[src/rtl/serial_adder_subtractor.sv]
// Multi-cycle two's-complement adder/subtractor, DIGIT bits per clock, LSB first.
// Optional macro ADDSUB_SAT_EN clamps the committed result on signed overflow.
//   state | meaning
//   IDLE  | waiting for start, operands captured on start
//   RUN   | one digit of the sum per clock, N clocks
//   DONE  | one-cycle done pulse, result registers valid
module serial_adder_subtractor #(
  parameter int WIDTH = 8,
  parameter int DIGIT = 2
) (
  input  logic             clk,
  input  logic             rst,
  input  logic             start,
  input  logic             sub,
  input  logic [WIDTH-1:0] a,
  input  logic [WIDTH-1:0] b,
  output logic             busy,
  output logic             done,
  output logic [WIDTH-1:0] s,
  output logic             cout,
  output logic             ovf
);

  localparam int N     = WIDTH / DIGIT;
  localparam int CNT_W = (N > 1) ? $clog2(N) : 1;

  typedef enum logic [1:0] {
    IDLE = 2'd0,
    RUN  = 2'd1,
    DONE = 2'd2
  } state_t;

  state_t             r_state;
  state_t             w_state_nxt;
  logic [WIDTH-1:0]   r_a_sh;
  logic [WIDTH-1:0]   r_b_sh;
  logic [WIDTH-1:0]   r_acc;
  logic               r_carry;
  logic [CNT_W-1:0]   r_cnt;
  logic               r_a_msb;
  logic               r_b_msb;
  logic [WIDTH-1:0]   r_s;
  logic               r_cout;
  logic               r_ovf;

  logic [DIGIT:0]     w_dsum;
  logic [WIDTH-1:0]   w_acc_nxt;
  logic [WIDTH-1:0]   w_res;
  logic               w_last;
  logic               w_ovf;

  assign w_dsum    = {1'b0, r_a_sh[DIGIT-1:0]} + {1'b0, r_b_sh[DIGIT-1:0]}
                   + {{DIGIT{1'b0}}, r_carry};
  // New digit enters at the MSB end so the finished word is aligned after N shifts.
  assign w_acc_nxt = (r_acc >> DIGIT) | (WIDTH'(w_dsum[DIGIT-1:0]) << (WIDTH - DIGIT));
  assign w_last    = (r_cnt == CNT_W'(N - 1));
  assign w_ovf     = (r_a_msb == r_b_msb) && (w_acc_nxt[WIDTH-1] != r_a_msb);

`ifdef ADDSUB_SAT_EN
  assign w_res = !w_ovf  ? w_acc_nxt :
                 r_a_msb ? {1'b1, {(WIDTH-1){1'b0}}} : {1'b0, {(WIDTH-1){1'b1}}};
`else
  assign w_res = w_acc_nxt;
`endif

  always_ff @(posedge clk) begin
    if (rst) r_state <= IDLE;
    else     r_state <= w_state_nxt;
  end

  always_comb begin
    w_state_nxt = r_state;
    case (r_state)
      IDLE:    if (start)  w_state_nxt = RUN;
      RUN:     if (w_last) w_state_nxt = DONE;
      DONE:    w_state_nxt = IDLE;
      default: w_state_nxt = IDLE;
    endcase
  end

  always_comb begin
    busy = (r_state == RUN);
    done = (r_state == DONE);
    s    = r_s;
    cout = r_cout;
    ovf  = r_ovf;
  end

  always_ff @(posedge clk) begin
    if (rst) begin
      r_a_sh  <= '0;
      r_b_sh  <= '0;
      r_acc   <= '0;
      r_carry <= 1'b0;
      r_cnt   <= '0;
      r_a_msb <= 1'b0;
      r_b_msb <= 1'b0;
      r_s     <= '0;
      r_cout  <= 1'b0;
      r_ovf   <= 1'b0;
    end else if (r_state == IDLE && start) begin
      r_a_sh  <= a;
      r_b_sh  <= sub ? ~b : b;
      r_carry <= sub;
      r_cnt   <= '0;
      r_a_msb <= a[WIDTH-1];
      r_b_msb <= sub ? ~b[WIDTH-1] : b[WIDTH-1];
    end else if (r_state == RUN) begin
      r_a_sh  <= r_a_sh >> DIGIT;
      r_b_sh  <= r_b_sh >> DIGIT;
      r_acc   <= w_acc_nxt;
      r_carry <= w_dsum[DIGIT];
      r_cnt   <= r_cnt + 1'b1;
      if (w_last) begin
        r_s    <= w_res;
        r_cout <= w_dsum[DIGIT];
        r_ovf  <= w_ovf;
      end
    end
  end

endmodule

[config.mk]
export PLATFORM = sky130hd
export DESIGN_NAME = serial_adder_subtractor
export DESIGN_NICKNAME = d
export VERILOG_FILES = /design/src/rtl/serial_adder_subtractor.sv
export SDC_FILE = /design/constraint.sdc
export NUM_CORES = 1
export LEC_CHECK = 0
export ABC_AREA = 1
export CORE_UTILIZATION = 35
export CTS_BUF_LIST = sky130_fd_sc_hd__clkbuf_8
export DETAILED_ROUTE_END_ITERATION = 10
export PLACE_DENSITY = 0.68
export SLEW_MARGIN = 15
export SYNTH_ARGS = -nofsm -noshare
export SYNTH_HDL_FRONTEND = slang
export SYNTH_SLANG_ARGS = --single-unit
[constraint.sdc]
create_clock -name clk -period 1.98 [get_ports clk]
set_input_delay 0.495 -clock clk [delete_from_list [all_inputs] [get_ports clk]]
set_output_delay 0.495 -clock clk [all_outputs]
set_load 0.05 [all_outputs]
-- Yosys cells after proc, flatten, opt, wreduce, memory -nomap -nowiden
Index checks and enable logic that the tools add are counted.
- add/sub/neg operators: 3
- $mul: 0
- divide/modulo/power cells: 0
- order comparisons: 0
- equality and inequality tests: 7
- shifts and indexed selects: 0
- muxes and demuxes: 11
- bitwise gates (word level): 4
- reductions and logical operators: 8
- operators with widths (kind ; number):
    two-way mux 8 bit ; 5
    NOT 8 bit ; 1
    OR 6 x 8 -> 8 bit ; 1
    == test 2 bit, second input constant ; 2
    two-way mux 2 bit ; 2
    case mux 2 bit (2 select lines) ; 1
    AND reduction 2 bit ; 2
    adder 2 x 2 -> 3 bit ; 1
    adder 3 x 1 -> 3 bit ; 1
    two-way mux 1 bit ; 3
    AND reduction 3 bit ; 1
    adder 2 x 1 -> 2 bit, second input constant ; 1
    == test 2 x 1 -> 1 bit, second input constant ; 1
    logical AND 1 bit ; 2
    logical NOT 2 bit ; 1
    != test 2 x 1 -> 1 bit, second input constant ; 1
    != test 2 bit, second input constant ; 1
    NOT 1 bit ; 2
    nonzero test 2 bit ; 1
    OR reduction 2 bit ; 1
    == test 1 bit ; 1
    != test 1 bit ; 1
- register bits after elaboration: 41
- latch bits: 0
- RAM bits: 0
- ROM bits: 0
- output and inout bits: 12
- memories kept: 0

-- Depth between registers and ports, before layout
Gate-level depths: netlist of run 1.
- word-level depth: 5
- depth in mapped cells: 8
- depth with buffers taken out: 8

-- Worst setup path after synthesis of run 1
Ideal clock, no wire load.
- path type: reg2out
- from: register r_state[1]
- to: output port done
- data arrival time: 1.366 ns
- data required time: 1.485 ns
- path slack: 0.119 ns
- cell stages (with the launch flop): 4
- path buffers: 1
- cell sequence: dfxtp_1 > inv_2 > buf_6 > nor2_1
- cells in the longest elaborated chain, start to end: 1
- RTL lines (item ; line ; text):
    start: declaration ; 33 ; state_t r_state;
    start signal: assignment ; 68 ; else r_state <= w_state_nxt;
    == test 2 bit ; 83 ; done = (r_state == DONE);
    end: declaration ; 18 ; output logic done,
Every way passes these cells.

-- Worst setup path after layout of run 1
Ends and elaborated chain as after synthesis.

==> results.cfg, run 1 <==
[setup_path]
cp_data_arrival_time_ps = 1390
worst_setup_path_start_kind = flip-flop
worstSetupEndpointType = output port
required_ps = 1480
critPathKind = reg2out
crit_fanout = 11

[pwr]
power.density_nw_per_um2 = 813.7
irDropWorstVdd_mv = 0.3145
power.leakage_nw = 1.094
power_mw = 1.901

[sta]
maxSlewViolCount = 0
setup_viol = 0
fin_crit_sh = 0.9522
worst_slew_margin_rel = 0.7268
finalClockSkew_ps = 7.329
clock.fmax_ghz = 0.5304
whs_ps = 470.1
worst_pin_slew_ps = 408.2
setup_tns_ps = 0
fin_crit_ps = 1885
rsz0062_at_grt = false
hold_viol_final = 0
setup_ws_ps = 94.74

[synthesis]
syn-num-nets = 276
ys_warn_count = 0
yosys.area_share.simple = 0.3101
seq_area_frac_synth = 0.4271
yosysUniqueCellTypes = 22
syn_inst = 253
yosysTopAreaCell = dfxtp_1
syn_avg_cell_area_um2 = 7.225
syn_area_um2 = 1828
synth_top_family_by_area = simple AND/OR/NAND/NOR gates
yosysTopAreaCellShare = 0.4271
synthXorXnorAreaFrac = 0.01437
yosys-top-cells-area = dfxtp_1, nand2_1, inv_1
synth_compound_area_frac = 0.1116
ys_seq_elements = 39
synth_mux_area_frac = 0
synthAdderAreaFrac = 0.02875

[routing]
vias_per_cell = 4.556
route.detailed.drc = 0
dr.max_layer_used = met4
met3_length_um = 188
drtPass1Iterations = 5
num_vias = 1631
wl_met2_um = 1814
drt_iter0_markers = 82
totalWireLength_um = 4070
wire_per_inst_um = 11.37
drt-met1-wl_um = 1978
postRouteAntennaNets = 0

[layout]
antennaDiodeCount = 0
finish.utilization = 0.4787
final_area_um2 = 2336
mostFrequentLayoutCells = nand2_1, dfxtp_1, inv_1
fillers = 497
layout_commonest_cell = nand2_1
fin_nets = 313
fin_cells = 358
drive_gt1_frac = 0.1340
area_growth_pct = 27.79

[grt]
grt_max_degree = 16
grtUsageTotal = 0.1587
grt_pass1_vias = 1450
overflow = 0
grt_antenna_before_repair = 0
grt_pass1_wl_um = 6568

[clocking]
cts_root_buf = clkbuf_8
clk_latency_ps = 290
cts.path.max_buffers = 2
cts.sinks = 39
cts_buffers = 5
postCtsHoldBufs = 0
clkTransAtPathRegs_ps = 70
cts_resized = 0
cts_tree = done
htreeDepth = 2
post_cts_buffers = 0

[place]
port_buffers = 31
dp_cells = 350
pre_cts_ws_ps = 124.6
dp_hpwl_um = 2907
gp_congestion = 0.8148
place_area_um2 = 2203

[die]
fp-row-count = 25
fp.dieW_um = 74.27
die-height_um = 74.27
start_util = 0.3746
core-area_um2 = 4880
dieArea_um2 = 5516
pin_count = 32

[job]
cap_violations = 0

[min_path]
hold_class = reg2reg

[outcome]
status = finished, final reports clean
## cells in the mapped netlist, drive strengths merged
cell type   n
fa          2
a21oi      16
dfxtp      39
clkbuf      1
o21ai      20
buf         9
inv        31
ha          1
nand3      20
xor2        3
a211oi      1
nand2      80
nor2       26
nand3b      4
## critical path, stage by stage, from the launching register on
cell and delay (ps):
dfxtp_1 520, inv_2 190, nor2_1 220, buf_12 170
## layout make-up
type	instances	area (um^2)	area share
Clock inverter	3	63.81	0.02732
Sequential cell	39	780.7	0.3342
Timing Repair Buffer	40	372.9	0.1596
Multi-Input combinational cell	173	849.6	0.3637
Tap cell	67	83.83	0.03589
Inverter	31	116.4	0.04981
Clock buffer	5	68.82	0.02946
## cells by family after synthesis
group                      Yosys count
and+or+nand+nor                    130
buffers and inverters               41
DFF                                 39
AOI/OAI and AO/OA                   37
xor gates and xnor gates             3
adders and majority gates            3
## registers in the layout, summed over array words and instances (netlist names)
| name | flops |
|---|---|
| r_state | 2 |
| ovf | 1 |
| r_a_msb | 1 |
| r_a_sh | 8 |
| r_carry | 1 |
| s | 8 |
| r_b_sh | 8 |
| r_cnt | 2 |
| cout | 1 |
| r_b_msb | 1 |
| r_acc | 6 |
## layer usage
metal	vias to the layer above	track usage
li1	864	-
met1	719	0.2047
met2	39	0.2505
met3	9	0.04607
met4	0	0.06289
met5	-	0
## report_power, final
| part | internal, mW | leakage [nW] | switching (mW) | total [mW] |
|---|---|---|---|---|
| combinational | 0.117 | 0.706 | 0.148 | 0.265 |
| sequential | 0.828 | 0.319 | 0.0281 | 0.856 |
| clock | 0.499 | 0.0695 | 0.280 | 0.779 |
| total | 1.44 | 1.09 | 0.456 | 1.90 |
## path summary, 6_finish.rpt
kind              startpoint         to  slack [ps]  cells past startpoint
setup / recovery  r_state[1]       done          90                      3
hold / removal     r_a_sh[4]  r_a_sh[4]         470                      2
setup reg to reg   r_a_sh[0]        ovf         110                      8
hold reg to reg    r_a_sh[4]  r_a_sh[4]         470                      2
Note: power is estimated with default switching activity, not from simulation.
==> run 2, diff against run 1 <==
--- a/config.mk
+++ b/config.mk
@@ -8,6 +8,7 @@
 export ABC_AREA = 1
 export CORE_UTILIZATION = 35
 export CTS_BUF_LIST = sky130_fd_sc_hd__clkbuf_8
+export CTS_CLUSTER_SIZE = 8
 export DETAILED_ROUTE_END_ITERATION = 10
 export PLACE_DENSITY = 0.68
 export SLEW_MARGIN = 15
==> results of run 2 <==
No change in the layout: final DEF, timing and power equal those of run 1.
==> run 3, diff against run 2 <==
--- a/config.mk
+++ b/config.mk
@@ -8,6 +8,7 @@
 export ABC_AREA = 1
 export CORE_UTILIZATION = 35
 export CTS_BUF_LIST = sky130_fd_sc_hd__clkbuf_8
+export CTS_CLUSTER_DIAMETER = 40
 export CTS_CLUSTER_SIZE = 8
 export DETAILED_ROUTE_END_ITERATION = 10
 export PLACE_DENSITY = 0.68
==> results of run 3 <==
No change in the layout: final DEF, timing and power equal those of run 1.
==> patch: new RTL, settings of run 3 <==
Register the inputs `start`, `sub`, `a` and `b` before use, cleared by the reset. The logic sees them one clock later.
--- a/src/rtl/serial_adder_subtractor.sv
+++ b/src/rtl/serial_adder_subtractor.sv
@@ -29,6 +29,25 @@
     RUN  = 2'd1,
     DONE = 2'd2
   } state_t;
+
+  logic start_q;
+  logic sub_q;
+  logic [WIDTH-1:0] a_q;
+  logic [WIDTH-1:0] b_q;
+
+  always_ff @(posedge clk) begin
+    if (rst) begin
+      start_q <= '0;
+      sub_q   <= '0;
+      a_q     <= '0;
+      b_q     <= '0;
+    end else begin
+      start_q <= start;
+      sub_q   <= sub;
+      a_q     <= a;
+      b_q     <= b;
+    end
+  end
 
   state_t             r_state;
   state_t             w_state_nxt;
@@ -71,7 +90,7 @@
   always_comb begin
     w_state_nxt = r_state;
     case (r_state)
-      IDLE:    if (start)  w_state_nxt = RUN;
+      IDLE:    if (start_q)  w_state_nxt = RUN;
       RUN:     if (w_last) w_state_nxt = DONE;
       DONE:    w_state_nxt = IDLE;
       default: w_state_nxt = IDLE;
@@ -98,13 +117,13 @@
       r_s     <= '0;
       r_cout  <= 1'b0;
       r_ovf   <= 1'b0;
-    end else if (r_state == IDLE && start) begin
-      r_a_sh  <= a;
-      r_b_sh  <= sub ? ~b : b;
-      r_carry <= sub;
+    end else if (r_state == IDLE && start_q) begin
+      r_a_sh  <= a_q;
+      r_b_sh  <= sub_q ? ~b_q : b_q;
+      r_carry <= sub_q;
       r_cnt   <= '0;
-      r_a_msb <= a[WIDTH-1];
-      r_b_msb <= sub ? ~b[WIDTH-1] : b[WIDTH-1];
+      r_a_msb <= a_q[WIDTH-1];
+      r_b_msb <= sub_q ? ~b_q[WIDTH-1] : b_q[WIDTH-1];
     end else if (r_state == RUN) begin
       r_a_sh  <= r_a_sh >> DIGIT;
       r_b_sh  <= r_b_sh >> DIGIT;
Check against the original RTL: not equivalent (a bounded check fails within 4 cycles, from zero or initial values and one cycle with rst high).
==> patch against run 3 <==
- the run now ends with design-rule violations left
- highest routed layer unchanged
- die area rose by 31%
- area after synthesis increased by 32%
- sequential cell count up 18
- global-route usage is 1.2 points lower
- first-iteration DRC count grew 34%
- design area up 29%
- sequential power increased by 45%
- power rose by 43%
- setup slack lost 0.00088 ns
- wire length up 12%
==> patch: results <==
[finish]
nonClockBufferCount = 37
clock_buffers = 9
multi_input_area_mm2 = 0.00101
fillCellCount = 645
drive_gt1_share_pct = 17.5
buf_share_pct = 11.9
clkCellAreaFrac_pct = 7.53
regArea_mm2 = 0.00114
final_nets = 367
inverters_excl_clock = 50
multi_input_gates = 189

[die]
die_w_um = 84.9

[detailed_routing]
drt-pass1-iter-count = 7
avgViaCountPerCell = 4.37
met3_length_um = 163
drtIter0Drc = 110
wl_met1_mm = 2.14
drc = 4
wl_met2_mm = 2.15
routedWlPerCell_um = 10.7

[placed_design]
gp_congestion = 0.760
dp_hpwl_mm = 3.08
dpl-instance-area_mm2 = 0.00280

[global_route]
grt_pass1_wl_mm = 8.00
grt_pass1_vias = 1827
gr-usage-met1_pct = 16.6
grt_start_max_net_pins = 33
grtUsageMet3_pct = 4.96
met2_usage_pct = 23.9
groute.usage.overall_pct = 14.7

[min_path]
hp-start = "a_q[6]"
hp-class = "flop to flop"
worstHoldEndpoint = "r_a_sh[6]"

[clock_network]
cts_resized = 3
clock_latency_ns = 0.35
cts_htree_levels = 3
clock_sinks = 57

[timing]
max_slew.worst_pin.slew_ns = 0.500
skew_ns = 0.00976
hold-worst-slack_ns = 0.454

[yosys]
ys_seq_area_share_pct = 47.4
syn_nets = 330
synth_area_leaders = "dfxtp_1 (47%), nand2_1 (10%), inv_1 (7.5%)"
ys_types = 25
ys_top_cells_by_count = "nand2_1 (65), dfxtp_1 (57), inv_1 (48), nor2_1 (39), nand3_1 (21)"

[power_and_ir_drop]
swShare_pct = 25.2
p_comb_share_pct = 9.3
leakagePower_nw = 1.46
ir_drop_mv = 0.415
power_frac_seq_pct = 45.5

[outcome]
violations = "design-rule violations"
status = "complete, but fails checks"

[worst_setup_path]
critPathMaxStageDelay_ns = 0.52
critPathMaxFanout = 10
==> patch: cell count changes in the layout (fill, tap and decap cells not counted), moves of 3 or more <==
cell           change
a21oi_1            -9
a21oi_2           +10
buf_4              -7
clkbuf_8           +4
clkinv_4           +4
dfxtp_1           +17
dlygate4sd2_1      +3
inv_1             +19
inv_2              -3
nand2_1           -13
nand2_2            +4
nand2_4            +7
nor2_1            +17
==> patch: cell families after synthesis <==
family | count (synthesis) | synth area share, %
and+or+nand+nor | 146 | 28.7
adders and majority gates | 3 | 2.18
DFF | 57 | 47.4
buffers and inverters | 61 | 10.8
AOI/OAI and AO/OA | 37 | 9.82
xor gates and xnor gates | 3 | 1.09
==> patch: stage by stage <==
step                      util, %  setup WS, ns  power [W]  instances
after floorplan                 -         0.222    0.00143        307
after global placement       43.1         0.175    0.00151        410
after detailed placement     43.1        0.0930    0.00152        410
after CTS                    46.5      0.000772    0.00274        426
after global routing         46.6        0.0186    0.00284        426
final                        46.6        0.0939    0.00272        426
